--- config.mk ---
export PLATFORM = sky130hd
export DESIGN_NAME = arq_flow_engine
export DESIGN_NICKNAME = d
export VERILOG_FILES = /design/src/rtl/arq_pkg.sv /design/src/rtl/arq_lt_ctx.sv /design/src/rtl/arq_flow_engine.sv
export SDC_FILE = /design/constraint.sdc
export NUM_CORES = 1
export LEC_CHECK = 0
export BUFFER_PORTS_ARGS = -buffer_cell sky130_fd_sc_hd__buf_4
export CORE_MARGIN = 8
export CORE_UTILIZATION = 64
export CTS_BUF_LIST = sky130_fd_sc_hd__clkbuf_2 sky130_fd_sc_hd__clkbuf_4 sky130_fd_sc_hd__clkbuf_8
export CTS_CLUSTER_DIAMETER = 150
export DETAILED_ROUTE_END_ITERATION = 8
export PLACE_DENSITY = 0.83
export SLEW_MARGIN = 20
export SYNTH_ARGS = -nofsm -noshare
export SYNTH_HDL_FRONTEND = slang
export SYNTH_HIERARCHICAL = 1
export SYNTH_SLANG_ARGS = --single-unit
export TNS_END_PERCENT = 10
--- constraint.sdc ---
create_clock -name clk_6M -period 2.9 [get_ports clk_6M]
set_clock_uncertainty 0.15 [all_clocks]
set_input_delay 0.145 -clock clk_6M [delete_from_list [all_inputs] [get_ports clk_6M]]
set_output_delay 0.145 -clock clk_6M [all_outputs]
set_load 0.05 [all_outputs]
--- src/rtl/arq_pkg.sv ---
// Shared encodings and context reset values for the ARQ/flow-control engine.
package arq_pkg;

  localparam logic [1:0] SEL_NEW        = 2'd0;
  localparam logic [1:0] SEL_RETX       = 2'd1;
  localparam logic [1:0] SEL_EMPTY_CONT = 2'd2;
  localparam logic [1:0] SEL_HOLD       = 2'd3;

  localparam logic [1:0] CLS_NULL  = 2'd0;
  localparam logic [1:0] CLS_ACL   = 2'd1;
  localparam logic [1:0] CLS_OTHER = 2'd2;

  typedef enum logic [1:0] {
    IDLE     = 2'd0,
    WAIT_ACK = 2'd1,
    FLUSH    = 2'd2
  } arq_state_e;

  localparam logic       RST_SEQN_TX  = 1'b1;
  localparam logic       RST_SEQN_OLD = 1'b0;
  localparam logic       RST_ARQN     = 1'b0;
  localparam logic       RST_RFLOW    = 1'b1;
  localparam arq_state_e RST_STATE    = IDLE;

endpackage

--- src/rtl/arq_lt_ctx.sv ---
// One LT_ADDR context: TX state machine, retransmission counter, SEQN/ARQN/FLOW bits.
module arq_lt_ctx
  import arq_pkg::*;
#(
  parameter int RTXW = 8
) (
  input  logic            clk_6M,
  input  logic            rstz,
  input  logic            clr,
  input  logic            hdr_en,
  input  logic            hdr_arqn,
  input  logic            hdr_flow,
  input  logic            py_fail,
  input  logic            py_en,
  input  logic            py_seqn,
  input  logic [1:0]      py_class,
  input  logic            py_crc_good,
  input  logic            py_buf_ready,
  input  logic            tx_en,
  input  logic            tx_is_data,
  input  logic            flush_en,
  input  logic [RTXW-1:0] max_rtx,
  output logic            seqn_tx,
  output logic            arqn,
  output logic [1:0]      dec_sel,
  output logic            accept_p,
  output logic            dup_p,
  output logic            abort_p,
  output logic            flush_done_p
);

  arq_state_e      state_q, state_d;
  logic [RTXW-1:0] rtx_cnt_q, rtx_cnt_d;
  logic            seqn_tx_q, seqn_tx_d;
  logic            seqn_old_q, seqn_old_d;
  logic            arqn_q, arqn_d;
  logic            rflow_q, rflow_d;
  logic            rtx_limit;

  assign rtx_limit = (max_rtx != '0) && (rtx_cnt_q == max_rtx);
  assign seqn_tx   = seqn_tx_q;
  assign arqn      = arqn_q;

  always_comb begin
    state_d      = state_q;
    rtx_cnt_d    = rtx_cnt_q;
    seqn_tx_d    = seqn_tx_q;
    seqn_old_d   = seqn_old_q;
    arqn_d       = arqn_q;
    rflow_d      = rflow_q;
    dec_sel      = SEL_HOLD;
    accept_p     = 1'b0;
    dup_p        = 1'b0;
    abort_p      = 1'b0;
    flush_done_p = 1'b0;

    // Decision always reflects the state as it stood before this cycle's updates.
    if (!tx_is_data)             dec_sel = SEL_NEW;
    else if (state_q == FLUSH)   dec_sel = SEL_EMPTY_CONT;
    else if (!rflow_q)           dec_sel = SEL_HOLD;
    else if (state_q == IDLE)    dec_sel = SEL_NEW;
    else if (rtx_limit)          dec_sel = SEL_EMPTY_CONT;
    else                         dec_sel = SEL_RETX;

    if (tx_en && tx_is_data && rflow_q) begin
      if (state_q == IDLE) begin
        state_d = WAIT_ACK;
      end else if (state_q == WAIT_ACK) begin
        if (rtx_limit) begin
          state_d = FLUSH;
          abort_p = 1'b1;
        end else if (rtx_cnt_q != '1) begin
          rtx_cnt_d = rtx_cnt_q + RTXW'(1);
        end
      end
    end

    if (flush_en && state_q == WAIT_ACK) state_d = FLUSH;

    // An ACK overrides both the TX transition and a flush request.
    if (hdr_en) begin
      rflow_d = hdr_flow;
      if (hdr_arqn && state_q != IDLE) begin
        seqn_tx_d    = ~seqn_tx_q;
        rtx_cnt_d    = '0;
        state_d      = IDLE;
        flush_done_p = (state_q == FLUSH);
      end
    end

    if (py_fail) arqn_d = 1'b0;

    if (py_en) begin
      case (py_class)
        CLS_NULL: arqn_d = arqn_q;
        CLS_ACL: begin
          if (py_seqn != seqn_old_q) begin
            if (py_crc_good && py_buf_ready) begin
              seqn_old_d = py_seqn;
              arqn_d     = 1'b1;
              accept_p   = 1'b1;
            end else begin
              arqn_d = 1'b0;
            end
          end else begin
            arqn_d = 1'b1;
            dup_p  = 1'b1;
          end
        end
        CLS_OTHER: arqn_d = 1'b0;
        default:   arqn_d = 1'b0;
      endcase
    end

    if (clr) begin
      state_d      = RST_STATE;
      rtx_cnt_d    = '0;
      seqn_tx_d    = RST_SEQN_TX;
      seqn_old_d   = RST_SEQN_OLD;
      arqn_d       = RST_ARQN;
      rflow_d      = RST_RFLOW;
      accept_p     = 1'b0;
      dup_p        = 1'b0;
      abort_p      = 1'b0;
      flush_done_p = 1'b0;
    end
  end

  always_ff @(posedge clk_6M) begin
    if (!rstz) begin
      state_q    <= RST_STATE;
      rtx_cnt_q  <= '0;
      seqn_tx_q  <= RST_SEQN_TX;
      seqn_old_q <= RST_SEQN_OLD;
      arqn_q     <= RST_ARQN;
      rflow_q    <= RST_RFLOW;
    end else begin
      state_q    <= state_d;
      rtx_cnt_q  <= rtx_cnt_d;
      seqn_tx_q  <= seqn_tx_d;
      seqn_old_q <= seqn_old_d;
      arqn_q     <= arqn_d;
      rflow_q    <= rflow_d;
    end
  end

endmodule

--- src/rtl/arq_flow_engine.sv ---
// ARQ/flow-control engine: decodes LT indices into NLT contexts and registers the muxed results.
module arq_flow_engine
  import arq_pkg::*;
#(
  parameter int NLT  = 8,
  parameter int LTW  = 3,
  parameter int RTXW = 8
) (
  input  logic            clk_6M,
  input  logic            rstz,
  input  logic            conn_new_p,
  input  logic [LTW-1:0]  conn_lt,
  input  logic [RTXW-1:0] regi_max_rtx,
  input  logic            rx_hdr_p,
  input  logic            rx_py_end_p,
  input  logic            rx_cac,
  input  logic            rx_hec_good,
  input  logic            rx_addressed,
  input  logic [LTW-1:0]  rx_lt_addr,
  input  logic [LTW-1:0]  rx_exp_lt,
  input  logic            rx_seqn,
  input  logic            rx_arqn,
  input  logic            rx_flow,
  input  logic [1:0]      rx_class,
  input  logic            rx_crc_good,
  input  logic            rx_buf_ready,
  input  logic            tx_req_p,
  input  logic [LTW-1:0]  tx_lt,
  input  logic            tx_is_data,
  input  logic            flush_req_p,
  input  logic [LTW-1:0]  flush_lt,
  output logic            tx_dec_valid,
  output logic [1:0]      tx_sel,
  output logic            tx_seqn,
  output logic            tx_arqn,
  output logic            tx_flow,
  output logic            rx_accept_p,
  output logic            rx_dup_p,
  output logic            rtx_abort_p,
  output logic            flush_done_p
);

  logic           rx_good;
  logic [NLT-1:0] seqn_vec, arqn_vec, acc_vec, dup_vec, abort_vec, done_vec;
  logic [1:0]     sel_arr [NLT];

  assign rx_good = rx_cac && rx_hec_good;

  // Indices >= NLT match no context, so they are dropped by construction.
  for (genvar gi = 0; gi < NLT; gi++) begin : g_lt
    arq_lt_ctx #(.RTXW(RTXW)) u_ctx (
      .clk_6M       (clk_6M),
      .rstz         (rstz),
      .clr          (conn_new_p && (conn_lt == LTW'(gi))),
      .hdr_en       (rx_hdr_p && rx_good && rx_addressed && (rx_lt_addr == LTW'(gi))),
      .hdr_arqn     (rx_arqn),
      .hdr_flow     (rx_flow),
      .py_fail      (rx_py_end_p && !rx_good && (rx_exp_lt == LTW'(gi))),
      .py_en        (rx_py_end_p && rx_good && rx_addressed && (rx_lt_addr == LTW'(gi))),
      .py_seqn      (rx_seqn),
      .py_class     (rx_class),
      .py_crc_good  (rx_crc_good),
      .py_buf_ready (rx_buf_ready),
      .tx_en        (tx_req_p && (tx_lt == LTW'(gi))),
      .tx_is_data   (tx_is_data),
      .flush_en     (flush_req_p && (flush_lt == LTW'(gi))),
      .max_rtx      (regi_max_rtx),
      .seqn_tx      (seqn_vec[gi]),
      .arqn         (arqn_vec[gi]),
      .dec_sel      (sel_arr[gi]),
      .accept_p     (acc_vec[gi]),
      .dup_p        (dup_vec[gi]),
      .abort_p      (abort_vec[gi]),
      .flush_done_p (done_vec[gi])
    );
  end

  logic [1:0] dec_sel;
  logic       dec_seqn, dec_arqn;
  logic       tx_dec_valid_q, tx_dec_valid_d;
  logic [1:0] tx_sel_q, tx_sel_d;
  logic       tx_seqn_q, tx_seqn_d, tx_arqn_q, tx_arqn_d, tx_flow_q, tx_flow_d;
  logic       rx_accept_q, rx_accept_d, rx_dup_q, rx_dup_d;
  logic       rtx_abort_q, rtx_abort_d, flush_done_q, flush_done_d;

  always_comb begin
    dec_sel  = SEL_HOLD;
    dec_seqn = 1'b0;
    dec_arqn = 1'b0;
    for (int i = 0; i < NLT; i++) begin
      if (tx_lt == LTW'(i)) begin
        dec_sel  = sel_arr[i];
        dec_seqn = seqn_vec[i];
        dec_arqn = arqn_vec[i];
      end
    end

    tx_dec_valid_d = tx_req_p;
    tx_sel_d       = tx_req_p ? dec_sel  : tx_sel_q;
    tx_seqn_d      = tx_req_p ? dec_seqn : tx_seqn_q;
    tx_arqn_d      = tx_req_p ? dec_arqn : tx_arqn_q;
    tx_flow_d      = rx_buf_ready;
    rx_accept_d    = |acc_vec;
    rx_dup_d       = |dup_vec;
    rtx_abort_d    = |abort_vec;
    flush_done_d   = |done_vec;
  end

  always_ff @(posedge clk_6M) begin
    if (!rstz) begin
      tx_dec_valid_q <= 1'b0;
      tx_sel_q       <= 2'd0;
      tx_seqn_q      <= 1'b0;
      tx_arqn_q      <= 1'b0;
      tx_flow_q      <= 1'b1;
      rx_accept_q    <= 1'b0;
      rx_dup_q       <= 1'b0;
      rtx_abort_q    <= 1'b0;
      flush_done_q   <= 1'b0;
    end else begin
      tx_dec_valid_q <= tx_dec_valid_d;
      tx_sel_q       <= tx_sel_d;
      tx_seqn_q      <= tx_seqn_d;
      tx_arqn_q      <= tx_arqn_d;
      tx_flow_q      <= tx_flow_d;
      rx_accept_q    <= rx_accept_d;
      rx_dup_q       <= rx_dup_d;
      rtx_abort_q    <= rtx_abort_d;
      flush_done_q   <= flush_done_d;
    end
  end

  assign tx_dec_valid = tx_dec_valid_q;
  assign tx_sel       = tx_sel_q;
  assign tx_seqn      = tx_seqn_q;
  assign tx_arqn      = tx_arqn_q;
  assign tx_flow      = tx_flow_q;
  assign rx_accept_p  = rx_accept_q;
  assign rx_dup_p     = rx_dup_q;
  assign rtx_abort_p  = rtx_abort_q;
  assign flush_done_p = flush_done_q;

endmodule

---- After elaboration in Yosys (flattened, before gate mapping) ----
Index checks and enable logic that the tools add are counted.
word-level totals
  latch bits .............................. 0
  memories kept ........................... 0
  bits in registers ....................... 122
  logic and storage cells ................. 658
  bits in writable memories ............... 0
  bits of input ports ..................... 41
  memory bits (read-only) ................. 0
operators by class
  bitwise operators ....................... 9
  eq/ne operators ......................... 84
  $mul .................................... 0
  $lt $le $gt $ge ......................... 0
  shift operators ......................... 0
  add/subtract/negate cells ............... 8
  reduce and logical (&&, ||, !) cells .... 163
  multiplexer cells ....................... 337
  div/mod/pow operators ................... 0
operators by type and width
  operator                                                          count
  8-bit 2-to-1 mux                                                  56
  2-bit 2-to-1 mux                                                  104
  1-bit 2-to-1 mux                                                  169
  1-bit logical AND                                                 95
  8-bit by 1-bit adder with 8-bit output (second input constant)    8
  8-bit == test                                                     8
  8-bit inequality test (second input constant)                     8
  3-bit == test (second input constant)                             20
  2-bit AND reduction                                               16
  4-bit AND reduction                                               8
  2-bit nonzero test                                                16
  8-bit OR reduction                                                4
  3-bit by 2-bit == test with 1-bit output (second input constant)  10
  2-bit by 1-bit == test with 1-bit output (second input constant)  9
  2-bit zero test                                                   9
  2-bit == test (second input constant)                             8
  2-bit inequality test (second input constant)                     8
  1-bit one-hot mux with 2 select lines                             8
  2-bit OR reduction                                                8
  3-bit by 1-bit == test with 1-bit output (second input constant)  5
  3-bit zero test                                                   5
  1-bit NOT                                                         9
  1-bit inequality test                                             8
  8-bit nonzero test                                                1
  1-bit zero test                                                   1

---- Logic depth before layout (Yosys ltp) ----
Gate-level depths: netlist of the first run.
  word-level depth ........................ 15
  gate-level depth with buffers ........... 10
  mapped depth without buffers ............ 9

---- Hierarchy ----
The synthesis of the first run kept the hierarchy.
by module, submodules not included
  module                          seq. area each (µm²)  area each (µm²)  instances  cells an instance
  arq_lt_ctx (g_lt[2].u_ctx ...)  280.3                 954.7            6          112
  arq_lt_ctx (g_lt[0].u_ctx ...)  280.3                 973.4            2          118
  arq_flow_engine                 200.2                 1,039.7          1          151

---- Worst setup path before layout of the first run ----
OpenSTA, ideal clock, no wires.
  kind .................................... input to register
  start ................................... input tx_lt[0]
  end ..................................... register g_lt[4].u_ctx.rtx_cnt_q[2]
  required time ........................... 2.634 ns
  slack ................................... 0.818 ns
  arrival ................................. 1.816 ns
  library setup time ...................... 0.116 ns
  stages on the path ...................... 9
  path through ............................ buf_6 -> buf_12 -> nand2b_1 -> nor2_1 -> nand3_2 -> or3b_4 -> a31oi_4 -> a311oi_1 -> a41o_1
on the way
  longest elaborated chain between the ends .. 7
RTL lines
  what                                line                   source
  from (decl)                         arq_flow_engine.sv:28  input logic [LTW-1:0] tx_lt,
  3-bit == test (*)                   arq_flow_engine.sv:64  .tx_en (tx_req_p && (tx_lt == LTW'(gi))),
  1-bit logical AND (*)               arq_flow_engine.sv:64
  1-bit logical AND (*) (2 in a row)  arq_lt_ctx.sv:65       if (tx_en && tx_is_data && rflow_q) begin
  8-bit 2-to-1 mux (*)                arq_lt_ctx.sv:65
  8-bit 2-to-1 mux                    arq_lt_ctx.sv:83       if (hdr_arqn && state_q != IDLE) begin
  8-bit 2-to-1 mux (*)                arq_lt_ctx.sv:81       if (hdr_en) begin
  to (signal assigned)                arq_lt_ctx.sv:139      rtx_cnt_q <= rtx_cnt_d;
  to (decl)                           arq_lt_ctx.sv:33       logic [RTXW-1:0] rtx_cnt_q, rtx_cnt_d;
Every way passes the cells marked *; elsewhere a longest branch is shown, timed or not.
A chain may end at the register's enable or synchronous reset.

==> qor_table.md, run 1 <==
| Group | Item | Reported |
|:---|:---|:---|
| timing | Setup TNS | 0 ns |
| grt | Remaining Overflow, GRT | 0 |
| timing | Part of the cycle the worst path needs | 94.5% |
| finish | Util after Layout | 74.3% |
| timing | Number of endpoints failing setup at the final stage | 0 |
| logic synthesis | Library cell with the largest summed area after synthesis | sky130_fd_sc_hd__dfxtp_1 |
| critical path | Crit start category | flop |
| critical path | Endpoint of the worst setup timing path | tx_sel[0]$_SDFFE_PN0P_ |
| routing | Final ANT Viol Nets | 0 |
| power and ir drop | Worst vdd rail ir drop | 0.238 mV |
| power and ir drop | Power per unit of standard cell area | 378 nW/um^2 |
| logic synthesis | Syn Inst Count | 1059 |
| grt | Number of antenna violations at the first check in global routing | 0 |
| cts | CTS buffer count | 17 |
| logic synthesis | Post-synth EDFFs | 0 |
| timing | Number of max-slew violations in the final report | 0 |
| placed design | RePlAce Congestion | 0.955 |
| timing | Final Hold Vio Count | 0 |
| floorplanning | Die width | 133 um |
| floorplanning | Area of the core | 13300 um^2 |
| finish | Antenna Diode Count | 0 |
| logic synthesis | Area share of the leading cell type in the synthesized netlist | 28.0% |
| floorplanning | Initial core utilization | 65.5% |
| critical path | Reg-to-reg critical path endpoint | tx_sel[0]$_SDFFE_PN0P_ |
| critical path | Critical path start-end classification | flop to flop |
| routing | DR vias/cell | 6.31 |
| placed design | Count of port buffers added during placement | 50 |
| routing | Initial DRC Count | 725 |
| cts | CTS Buffer Depth | 2 |
| critical path | Worst Path Required | 3.08 ns |
| worst hold path | Hold WC Path Type | input pin to flop |
| floorplanning | I/O pins | 51 |
| logic synthesis | #FFs+latches synth | 122 |
| routing | Remaining design rule violation count | 0 |
| logic synthesis | Prevailing post-synth register cell | sky130_fd_sc_hd__dfxtp_1 |
| cts | Sinks on the clock net | 122 |
| cts | Insertion delay of the later-clocked pin in the worst-skew pair | 0.45 ns |
| routing | Router iterations before antenna repair | 5 |
| cts | CTS tree | yes |
| grt | Wire length of the first global-routing pass | 39300 um |
| cts | Clock H-tree levels | 4 |
| placed design | Placed wire-length estimate | 17100 um |
| finish | # nets final | 1186 |
| critical path | Worst reg2reg setup slack | 0.16 ns |
| critical path | Data arrival at the endpoint of the critical path | 2.92 ns |
| critical path | Critical path peak fanout | 9 |
| logic synthesis | Post-synthesis sequential area ratio | 28.0% |
| timing | Hold_ws | 0.0599 ns |
| floorplanning | Vertical die dimension | 133 um |
| finish | Layout cells sized above 1 | 15.5% |
| logic synthesis | Share of async-settable or async-resettable flops after synthesis | 0% |
| timing | Headroom to the max-slew limit | 61.6% |
| floorplanning | Die outline area | 17600 um^2 |
| cts | Cell chosen for the clock root | sky130_fd_sc_hd__clkbuf_8 |
| cts | Clock-pin slew on the worst setup and hold paths | 0.07 ns |
| critical path | Worst r2r src | g_lt[3].u_ctx/rtx_cnt_q[2]$_SDFF_PP0_ |
| timing | Max frequency | 365 MHz |
| run status | Result of the run | completed |
| logic synthesis | Netlist Area Pre-Place | 8710 um^2 |
| critical path | Element type at the critical path end | flop |
| flow run | Max Cap Violations | 0 |
| logic synthesis | Mean instance size in the synthesized netlist | 8.23 um^2 |
| logic synthesis | Yosys synthesis warning count | 6 |
| timing | Slew @ Worst Pin | 0.574 ns |
| logic synthesis | Number of unique standard cell types used by synthesis | 66 |
| routing | Wirelength, routed | 24200 um |
| critical path | Count of cells along the worst register-to-register path | 10 |
| power and ir drop | Standby leakage power | 3.83 nW |
| routing | Number of vias in the routed layout | 8367 |
| routing | Average routed wire per standard cell | 18.2 um |
| finish | Layout area overhead | 13.3% |
| critical path | Critical Path Start | g_lt[3].u_ctx/rtx_cnt_q[2]$_SDFF_PP0_ |
| grt | Maximum number of pins on one net before global-route repair | 25 |
| grt | Number of global-route vias before repair | 7799 |
| timing | Final critical path time including I/O delays and setup | 2.74 ns |
| finish | Number of filler instances in the final layout | 1037 |
| logic synthesis | Number of nets in the synthesized netlist | 1108 |
| timing | Setup repair after global routing missed its margin | false |
| grt | Aggregate global-route resource usage | 27.2% |
| logic synthesis | Top cells by area in the synthesized netlist | sky130_fd_sc_hd__dfxtp_1 28%, sky130_fd_sc_hd__xor2_1 7.2%, sky130_fd_sc_hd__nand2_1 5.2% |
| floorplanning | Site Rows | 42 |
flip-flops by register name, indices dropped and copies added, names as in the netlist:
| name | flops |
|---|---|
| g_lt.u_ctx/rflow_q | 8 |
| tx_seqn | 1 |
| flush_done_p | 1 |
| g_lt.u_ctx/arqn | 8 |
| tx_dec_valid | 1 |
| rtx_abort_p | 1 |
| g_lt.u_ctx/state_q | 16 |
| g_lt.u_ctx/rtx_cnt_q | 64 |
| tx_sel | 2 |
| rx_accept_p | 1 |
| g_lt.u_ctx/seqn_tx | 8 |
| tx_arqn | 1 |
| tx_flow | 1 |
| rx_dup_p | 1 |
| g_lt.u_ctx/seqn_old_q | 8 |
final cells by class:
type	instances	area, um^2	share of cell area, %
multi-input combinational	878	6020	61.0
sequential	122	2440	24.7
timing repair buffer	77	621	6.28
clock buffer	23	298	3.02
tap	176	220	2.23
inverter	41	154	1.56
clock inverter	8	118	1.19
cell usage after synthesis, types with 16 or more instances:
master	count
sky130_fd_sc_hd__dfxtp_1	122
sky130_fd_sc_hd__nand2_1	120
sky130_fd_sc_hd__nor2_1	111
sky130_fd_sc_hd__xor2_1	72
sky130_fd_sc_hd__a21oi_1	48
sky130_fd_sc_hd__nand2b_1	46
sky130_fd_sc_hd__nand3_1	43
sky130_fd_sc_hd__inv_1	41
sky130_fd_sc_hd__nor3_1	38
sky130_fd_sc_hd__mux2i_1	35
sky130_fd_sc_hd__nor4_1	30
sky130_fd_sc_hd__nand4_1	27
sky130_fd_sc_hd__a31oi_1	25
sky130_fd_sc_hd__o211ai_1	19
sky130_fd_sc_hd__and3_1	17
sky130_fd_sc_hd__nor3b_1	16
repair_timing:
action	in CTS	in global routing
buffers inserted	0	6
hold buffers	17	0
setup endpoints to repair	0	1
hold endpoints to repair	36	0
gates resized for setup	0	5
cells in the final DEF, fill, tap and decap left out, types with 11 or more instances in the layout:
master                          instances
sky130_fd_sc_hd__nand2_1              120
sky130_fd_sc_hd__nor3_1                38
sky130_fd_sc_hd__dlygate4sd3_1         17
sky130_fd_sc_hd__nor4_1                29
sky130_fd_sc_hd__mux2i_1               35
sky130_fd_sc_hd__and4_1                14
sky130_fd_sc_hd__nor3b_1               16
sky130_fd_sc_hd__nor2_1               111
sky130_fd_sc_hd__a21o_1                12
sky130_fd_sc_hd__a21oi_1               48
sky130_fd_sc_hd__nor4_4                12
sky130_fd_sc_hd__nor2b_1               11
sky130_fd_sc_hd__buf_4                 60
sky130_fd_sc_hd__xor2_1                72
sky130_fd_sc_hd__o211ai_1              19
sky130_fd_sc_hd__inv_1                 41
sky130_fd_sc_hd__dfxtp_1              122
sky130_fd_sc_hd__nand4_1               27
sky130_fd_sc_hd__nand3_1               43
sky130_fd_sc_hd__a31oi_1               25
sky130_fd_sc_hd__nand2b_1              46
sky130_fd_sc_hd__and3_1                17
sky130_fd_sc_hd__clkbuf_8              20
routing by layer:
metal | part of all wire [%] | global-route usage [%] | vias to the layer above | wire length, um
met5 | 0 | 0 | - | 0
met4 | 3.0 | 11.7 | 0 | 716
met3 | 7.7 | 7.76 | 57 | 1860
met2 | 46 | 43.0 | 321 | 11200
met1 | 43 | 33.8 | 3930 | 10400
li1 | - | - | 4059 | -
metrics by stage:
step                power (W)  instances  setup slack (ns)  area (um^2)
floorplan             0.00196       1059             0.818         8710
detailed placement    0.00213       1271             0.510         9210
finish                0.00373       1325             0.159         9880
CTS                   0.00374       1319             0.127         9790
global route          0.00387       1325            0.0134         9880
global placement      0.00212       1271             0.568         9210
how the worst min path moves through the flow:
| stage | end | slack, ns | startpoint | cells past startpoint |
|---|---|---|---|---|
| CTS | g_lt[3].u_ctx/arqn$_SDFFE_PP0P_ | 0.02 | rx_class[0] | 4 |
| finish | g_lt[3].u_ctx/arqn$_SDFFE_PP0P_ | 0.06 | rx_class[0] | 4 |
| global placement | tx_sel[0]$_SDFFE_PN0P_ | 0.23 | tx_req_p | 2 |
| detailed placement | tx_sel[0]$_SDFFE_PN0P_ | 0.23 | tx_req_p | 2 |
| global route | g_lt[0].u_ctx/seqn_tx$_SDFFE_PP1P_ | 0.08 | rx_arqn | 4 |
| floorplan | tx_flow$_SDFF_PN1_ | 0.07 | rstz | 1 |
logic make-up (layout without fill, tap and decap cells):
kind of cell | after synthesis | count (layout) | share of synthesized area (%)
compound gates | 195 | 195 | 17.9
xor+xnor | 80 | 80 | 8.04
simple gates | 559 | 559 | 37.4
buf+inv | 59 | 149 | 3.27
flops | 122 | 122 | 28.0
fa+ha+maj | 8 | 8 | 1.15
mux | 36 | 36 | 4.19
power by group:
group	total, W	switching, W	internal [W]
sequential	0.00169	0.00000961	0.00168
combinational	0.000430	0.000284	0.000146
clock	0.00161	0.000669	0.000936
worst max-delay path, stage by stage, from the launching register on:
cell                            delay [ns]
sky130_fd_sc_hd__dfxtp_1              0.42
sky130_fd_sc_hd__xor2_1               0.14
sky130_fd_sc_hd__nor4_4               0.47
sky130_fd_sc_hd__nand3_4              0.19
sky130_fd_sc_hd__a21oi_1              0.20
sky130_fd_sc_hd__nor2_1               0.06
sky130_fd_sc_hd__mux2i_1              0.19
sky130_fd_sc_hd__a22oi_2              0.10
sky130_fd_sc_hd__nand2_1              0.08
sky130_fd_sc_hd__a31oi_1              0.08
sky130_fd_sc_hd__dlygate4sd3_1        0.55
Note: power is estimated with default switching activity, not from simulation.
==> run 2, diff against run 1 <==
Settings changed: CORE_ASPECT_RATIO set to 1.1.
==> run 2 against run 1 <==
Net effect:
- total power down 3.0%
- cell area down 0.77%
- hold slack worse by 0.018 ns
- clock power down 7%
- critical path type unchanged
==> qor_table.md, run 2 (synthesis gave the netlist of run 1 again) <==
| Group | Item | Reported |
|:---|:---|:---|
| run status | Result of the run | completed |
| critical path | Data arrival at the endpoint of the critical path | 3.02 ns |
| floorplanning | I/O pins | 51 |
| grt | Number of antenna violations at the first check in global routing | 0 |
| routing | Number of vias in the routed layout | 8348 |
| power and ir drop | Standby leakage power | 3.76 nW |
| routing | Initial DRC Count | 693 |
| power and ir drop | Combinational Power Share | 11.6% |
| finish | # nets final | 1181 |
| grt | Remaining Overflow, GRT | 0 |
| flow run | Max Cap Violations | 0 |
| critical path | Element type at the critical path end | flop |
| critical path | Crit start category | flop |
| critical path | Count of cells along the worst register-to-register path | 10 |
| power and ir drop | Sequential Power Share | 46.8% |
| power and ir drop | Sw Ratio | 28.6% |
| timing | Final critical path time including I/O delays and setup | 2.81 ns |
| floorplanning | Die width | 127 um |
| timing | Number of endpoints failing setup at the final stage | 0 |
| finish | Max reg flops | 64 |
| timing | Part of the cycle the worst path needs | 96.8% |
| timing | Number of max-slew violations in the final report | 0 |
| finish | Most flops, register | g_lt.u_ctx/rtx_cnt_q |
| power and ir drop | Worst vdd rail ir drop | 0.250 mV |
| timing | Slack of the critical path | 0.0916 ns |
| placed design | RePlAce Congestion | 0.958 |
| cts | CTS buffer count | 17 |
| cts | Insertion delay of the later-clocked pin in the worst-skew pair | 0.47 ns |
| cts | CTS tree | yes |
| floorplanning | Initial core utilization | 65.7% |
| routing | Average routed wire per standard cell | 17.9 um |
| routing | DR vias/cell | 6.28 |
| timing | Headroom to the max-slew limit | 56.7% |
| finish | Layout cells sized above 1 | 15.1% |
| power and ir drop | Clock share of power | 41.6% |
| timing | Final Hold Vio Count | 0 |
| floorplanning | Die outline area | 17600 um^2 |
| critical path | Critical path start-end classification | flop to flop |
| finish | Antenna Diode Count | 0 |
| routing | Remaining design rule violation count | 0 |
| placed design | Post-place setup slack | 0.481 ns |
| power and ir drop | Internal power contribution | 0.00258 W |
| routing | Final ANT Viol Nets | 0 |
| worst hold path | Hold WC Path Type | input pin to flop |
| cts | CTS Buffer Depth | 2 |
| floorplanning | Vertical die dimension | 138 um |
| cts | Sinks on the clock net | 122 |
| grt | Aggregate global-route resource usage | 26.8% |
| grt | Wire length of the first global-routing pass | 39000 um |
| floorplanning | Site Rows | 44 |
| worst hold path | Worst Hold Path Cells | 4 |
| finish | Commonest non-fill, non-tap cells in the layout | 122 x sky130_fd_sc_hd__dfxtp_1, 120 x sky130_fd_sc_hd__nand2_1, 111 x sky130_fd_sc_hd__nor2_1 |
| timing | Slew @ Worst Pin | 0.648 ns |
| placed design | Count of port buffers added during placement | 50 |
| timing | Max frequency | 356 MHz |
| placed design | Placed wire-length estimate | 16900 um |
| grt | Maximum number of pins on one net before global-route repair | 25 |
| cts | Clock H-tree levels | 4 |
| routing | Wirelength, routed | 23700 um |
| power and ir drop | Power per unit of standard cell area | 369 nW/um^2 |
| timing | Setup TNS | 0 ns |
| cts | Cell chosen for the clock root | sky130_fd_sc_hd__clkbuf_8 |
| floorplanning | Area of the core | 13300 um^2 |
| cts | Clock-pin slew on the worst setup and hold paths | 0.07 ns |
| finish | Layout area overhead | 12.4% |
| finish | Largest registers | g_lt.u_ctx/rtx_cnt_q (64), g_lt.u_ctx/state_q (16) |
| critical path | Worst Path Required | 3.11 ns |
| power and ir drop | Total power of the final layout | 0.00362 W |
| critical path | Critical path peak fanout | 9 |
| finish | Most common cell after layout, fill and taps aside | sky130_fd_sc_hd__dfxtp_1 |
| routing | Router iterations before antenna repair | 6 |
| power and ir drop | Sw power | 0.00103 W |
| grt | Number of global-route vias before repair | 7795 |
run 2: cell count changes in the layout (fill, tap and decap cells not counted), sizes merged:
cell and change:
clkinvlp +6, bufinv -1, clkinv +2, buf -5, clkbuf -6
run 2: worst max-delay path, stage by stage, from the launching register on:
cell	delay (ns)
sky130_fd_sc_hd__dfxtp_1	0.46
sky130_fd_sc_hd__xor2_1	0.15
sky130_fd_sc_hd__nor4_4	0.41
sky130_fd_sc_hd__nand3_2	0.24
sky130_fd_sc_hd__a21oi_1	0.21
sky130_fd_sc_hd__nor2_1	0.07
sky130_fd_sc_hd__mux2i_1	0.15
sky130_fd_sc_hd__o221ai_1	0.14
sky130_fd_sc_hd__nand2_1	0.09
sky130_fd_sc_hd__a31oi_1	0.07
sky130_fd_sc_hd__dlygate4sd3_1	0.55
run 2: path summary, 6_finish.rpt:
kind	start	end	slack [ns]
max reg2reg	g_lt[5].u_ctx/rtx_cnt_q[5]$_SDFF_PP0_	tx_sel[0]$_SDFFE_PN0P_	0.09
max	g_lt[5].u_ctx/rtx_cnt_q[5]$_SDFF_PP0_	tx_sel[0]$_SDFFE_PN0P_	0.09
min	rx_arqn	g_lt[4].u_ctx/seqn_tx$_SDFFE_PP1P_	0.04
min reg2reg	tx_seqn$_SDFFE_PN0P_	tx_seqn$_SDFFE_PN0P_	0.31
run 2: area by class of cell:
type | instances | area [um^2]
multi-input cells | 878 | 6000
clock inverters | 15 | 154
clock buffers | 17 | 234
inverters | 41 | 154
fillers | 1020 | 3470
repair buffers | 72 | 583
well taps | 184 | 230
flip-flops and latches | 122 | 2440
run 2: routing by layer:
| metal | global-route usage [%] | vias up | wire, um |
|---|---|---|---|
| met1 | 34.2 | 3913 | 10200 |
| met5 | 0 | - | 0 |
| met3 | 4.73 | 49 | 1570 |
| met4 | 11.0 | 0 | 605 |
| li1 | - | 4055 | - |
| met2 | 43.5 | 331 | 11400 |
run 2: power groups by stage:
stage	logic, W	clock network [W]	registers (W)
floorplan	0.000210	0	0.00175
global placement	0.000386	0	0.00173
detailed placement	0.000393	0	0.00173
CTS	0.000411	0.00152	0.00169
global route	0.000448	0.00160	0.00169
finish	0.000421	0.00150	0.00169
run 2: metrics by stage:
stage / util (%) / cell area [um^2] / std cells / hold WS, ns
floorplan: - / 8710 / 1059 / 0.0680
global placement: 69.5 / 9220 / 1279 / 0.261
detailed placement: 69.5 / 9220 / 1279 / 0.265
CTS: 73.7 / 9780 / 1328 / 0.0293
global route: 73.9 / 9800 / 1329 / 0.0794
finish: 73.9 / 9800 / 1329 / 0.0424
run 2: what timing repair did:
item / CTS / global route
gates resized for setup: 0 / 2
buffers inserted: 0 / 1
endpoints found under the hold margin: 36 / 0
hold buffers: 17 / 0
setup endpoints to repair: 0 / 1
==> run 3, diff against run 2 <==
Settings changed: HOLD_SLACK_MARGIN set to 0.08.
==> run 3 against run 2 <==
Net effect:
- final cell count grew 0.68%
- global-route usage rose by 0.32 points
- setup slack worse by 0.012 ns
- critical endpoint unchanged
- routed wire length rose by 0.71%
- total power up 0.19%
- register-to-register slack is essentially flat
- fmax shrank 0.43%
- clock power about the same
- sequential power about the same
- largest cell class unchanged
- cell area increased by 0.92%
==> qor_table.md, run 3 (synthesis gave the netlist of run 1 again) <==
| Group | Item | Reported |
|:---|:---|:---|
| critical path | Critical path start-end classification | flop to flop |
| placed design | Count of port buffers added during placement | 50 |
| routing | Router iterations before antenna repair | 5 |
| routing | Wirelength, routed | 23900 um |
| cts | Cell chosen for the clock root | sky130_fd_sc_hd__clkbuf_8 |
| timing | Headroom to the max-slew limit | 57.3% |
| finish | Commonest non-fill, non-tap cells in the layout | 122 x sky130_fd_sc_hd__dfxtp_1, 120 x sky130_fd_sc_hd__nand2_1, 111 x sky130_fd_sc_hd__nor2_1 |
| timing | Number of endpoints failing setup at the final stage | 0 |
| floorplanning | I/O pins | 51 |
| timing | Final critical path time including I/O delays and setup | 2.82 ns |
| worst hold path | Hold path startpoint | rx_hdr_p |
| timing | Part of the cycle the worst path needs | 97.3% |
| grt | Wire length of the first global-routing pass | 39300 um |
| routing | Initial DRC Count | 748 |
| finish | Max reg flops | 64 |
| cts | Sinks on the clock net | 122 |
| power and ir drop | Sw Ratio | 28.6% |
| cts | CTS buffer count | 17 |
| routing | DR vias/cell | 6.28 |
| timing | Setup repair after global routing missed its margin | false |
| grt | Number of antenna violations at the first check in global routing | 0 |
| power and ir drop | Worst vdd rail ir drop | 0.250 mV |
| critical path | Data arrival at the endpoint of the critical path | 3.02 ns |
| finish | Layout area overhead | 13.5% |
| critical path | Cells along the critical path | xor2_1, nor4_4, nand3_2, a21oi_1, nor2_1, mux2i_1, o221ai_1, nand2_1, a31oi_1, dlygate4sd3_1 |
| finish | Most common cell after layout, fill and taps aside | sky130_fd_sc_hd__dfxtp_1 |
| power and ir drop | Clock share of power | 41.5% |
| critical path | Critical path peak fanout | 9 |
| power and ir drop | Standby leakage power | 3.80 nW |
| floorplanning | Die outline area | 17600 um^2 |
| floorplanning | Die width | 127 um |
| floorplanning | Area of the core | 13300 um^2 |
| routing | Final ANT Viol Nets | 0 |
| power and ir drop | Combinational Power Share | 11.8% |
| placed design | Placed wire-length estimate | 16900 um |
| critical path | Crit start category | flop |
| finish | Number of filler instances in the final layout | 992 |
| timing | Number of max-slew violations in the final report | 0 |
| cts | Clock H-tree levels | 4 |
| timing | Setup TNS | 0 ns |
| routing | Number of vias in the routed layout | 8405 |
| grt | Number of global-route vias before repair | 7890 |
| critical path | Reg-to-reg critical path endpoint | tx_sel[0]$_SDFFE_PN0P_ |
| grt | Remaining Overflow, GRT | 0 |
| grt | Aggregate global-route resource usage | 27.1% |
| critical path | CP max-delay cell | sky130_fd_sc_hd__dlygate4sd3_1 |
| critical path | Element type at the critical path end | flop |
| timing | Slew @ Worst Pin | 0.639 ns |
| finish | Most flops, register | g_lt.u_ctx/rtx_cnt_q |
| power and ir drop | Sw power | 0.00103 W |
| finish | Antenna Diode Count | 0 |
| worst hold path | Worst Hold Path Cells | 5 |
| finish | Util after Layout | 74.5% |
| critical path | Worst r2r src | g_lt[5].u_ctx/rtx_cnt_q[4]$_SDFF_PP0_ |
| cts | Insertion delay of the later-clocked pin in the worst-skew pair | 0.47 ns |
| finish | Largest registers | g_lt.u_ctx/rtx_cnt_q (64), g_lt.u_ctx/state_q (16) |
| timing | Max frequency | 355 MHz |
| power and ir drop | Power per unit of standard cell area | 366 nW/um^2 |
| flow run | Max Cap Violations | 0 |
| cts | CTS tree | yes |
| routing | Remaining design rule violation count | 0 |
| power and ir drop | Internal power contribution | 0.00259 W |
| run status | Result of the run | completed |
| power and ir drop | Sequential Power Share | 46.7% |
| critical path | Worst reg2reg setup slack | 0.08 ns |
| timing | Final Hold Vio Count | 0 |
| cts | CTS Buffer Depth | 2 |
| floorplanning | Initial core utilization | 65.7% |
| critical path | Slowest stage delay, CP | 0.55 ns |
| critical path | Count of cells along the worst register-to-register path | 10 |
| floorplanning | Site Rows | 44 |
| worst hold path | Hold WC Path Type | input pin to flop |
| grt | Maximum number of pins on one net before global-route repair | 25 |
| floorplanning | Vertical die dimension | 138 um |
| routing | Average routed wire per standard cell | 17.9 um |
| placed design | RePlAce Congestion | 0.958 |
| worst hold path | Endpoint with the worst hold slack | g_lt[5].u_ctx/rflow_q$_SDFFE_PP1P_ |
| finish | # nets final | 1190 |
| finish | Layout cells sized above 1 | 15.0% |
| cts | Clock-pin slew on the worst setup and hold paths | 0.08 ns |
| critical path | Worst Path Required | 3.10 ns |
[run 3: what timing repair did]
action / 4_1_cts / 5_1_grt
hold buffers: 26 / 0
hold endpoints to repair: 49 / 0
gates resized for setup: 0 / 2
setup endpoints to repair: 0 / 1
setup buffers: 0 / 1
[run 3: cell type report]
type / count / area (um^2) / area share [%]
inverters: 41 / 154 / 1.56
repair buffers: 81 / 673 / 6.81
clock buffers: 17 / 234 / 2.37
clock inverters: 15 / 154 / 1.56
flip-flops and latches: 122 / 2440 / 24.7
multi-input cells: 878 / 6000 / 60.7
well taps: 184 / 230 / 2.33
[run 3: stage by stage]
step	power (W)	setup slack (ns)	area [um^2]	hold slack (ns)	instances
floorplan	0.00196	0.818	8710	0.0680	1059
global placement	0.00212	0.540	9220	0.261	1279
detailed placement	0.00212	0.481	9220	0.265	1279
CTS	0.00363	0.149	9870	0.0821	1337
global route	0.00375	0.00725	9890	0.110	1338
finish	0.00362	0.0794	9890	0.110	1338
[run 3: metal layers]
layer	up-vias	GRT usage [%]	share of wire, %
li1	4073	-	-
met3	58	4.77	7.1
met5	-	0	0
met2	329	43.7	47
met1	3945	34.5	43
met4	0	12.4	2.8
[run 3: worst max path at each step]
| stage | startpoint | end | cells after the start |
|---|---|---|---|
| floorplan | tx_lt[0] | g_lt[4].u_ctx/rtx_cnt_q[2]$_SDFF_PP0_ | 9 |
| global placement | tx_lt[0] | g_lt[1].u_ctx/rtx_cnt_q[4]$_SDFF_PP0_ | 8 |
| detailed placement | tx_lt[0] | g_lt[3].u_ctx/rtx_cnt_q[6]$_SDFF_PP0_ | 8 |
| CTS | g_lt[5].u_ctx/rtx_cnt_q[4]$_SDFF_PP0_ | tx_sel[0]$_SDFFE_PN0P_ | 10 |
| global route | g_lt[2].u_ctx/rtx_cnt_q[2]$_SDFF_PP0_ | tx_sel[0]$_SDFFE_PN0P_ | 10 |
| finish | g_lt[5].u_ctx/rtx_cnt_q[4]$_SDFF_PP0_ | tx_sel[0]$_SDFFE_PN0P_ | 10 |
[run 3: power by group through the flow]
stage,Combinational [W],Clock [W],Sequential (W)
6_report,0.000428,0.00150,0.00169
5_1_grt,0.000456,0.00160,0.00169
4_1_cts,0.000418,0.00152,0.00169
3_5_place_dp,0.000393,0,0.00173
3_3_place_gp,0.000386,0,0.00173
2_1_floorplan,0.000210,0,0.00175
[run 3: worst max-delay path: cells and delay by family, from the launching register on]
kind                   cells  cell delay (ns)
multiplexers               1             0.15
AO/OA/AOI/OAI              3             0.43
buffers and inverters      1             0.55
XOR/XNOR                   1             0.15
flip-flops                 1             0.47
AND/OR/NAND/NOR            4             0.81
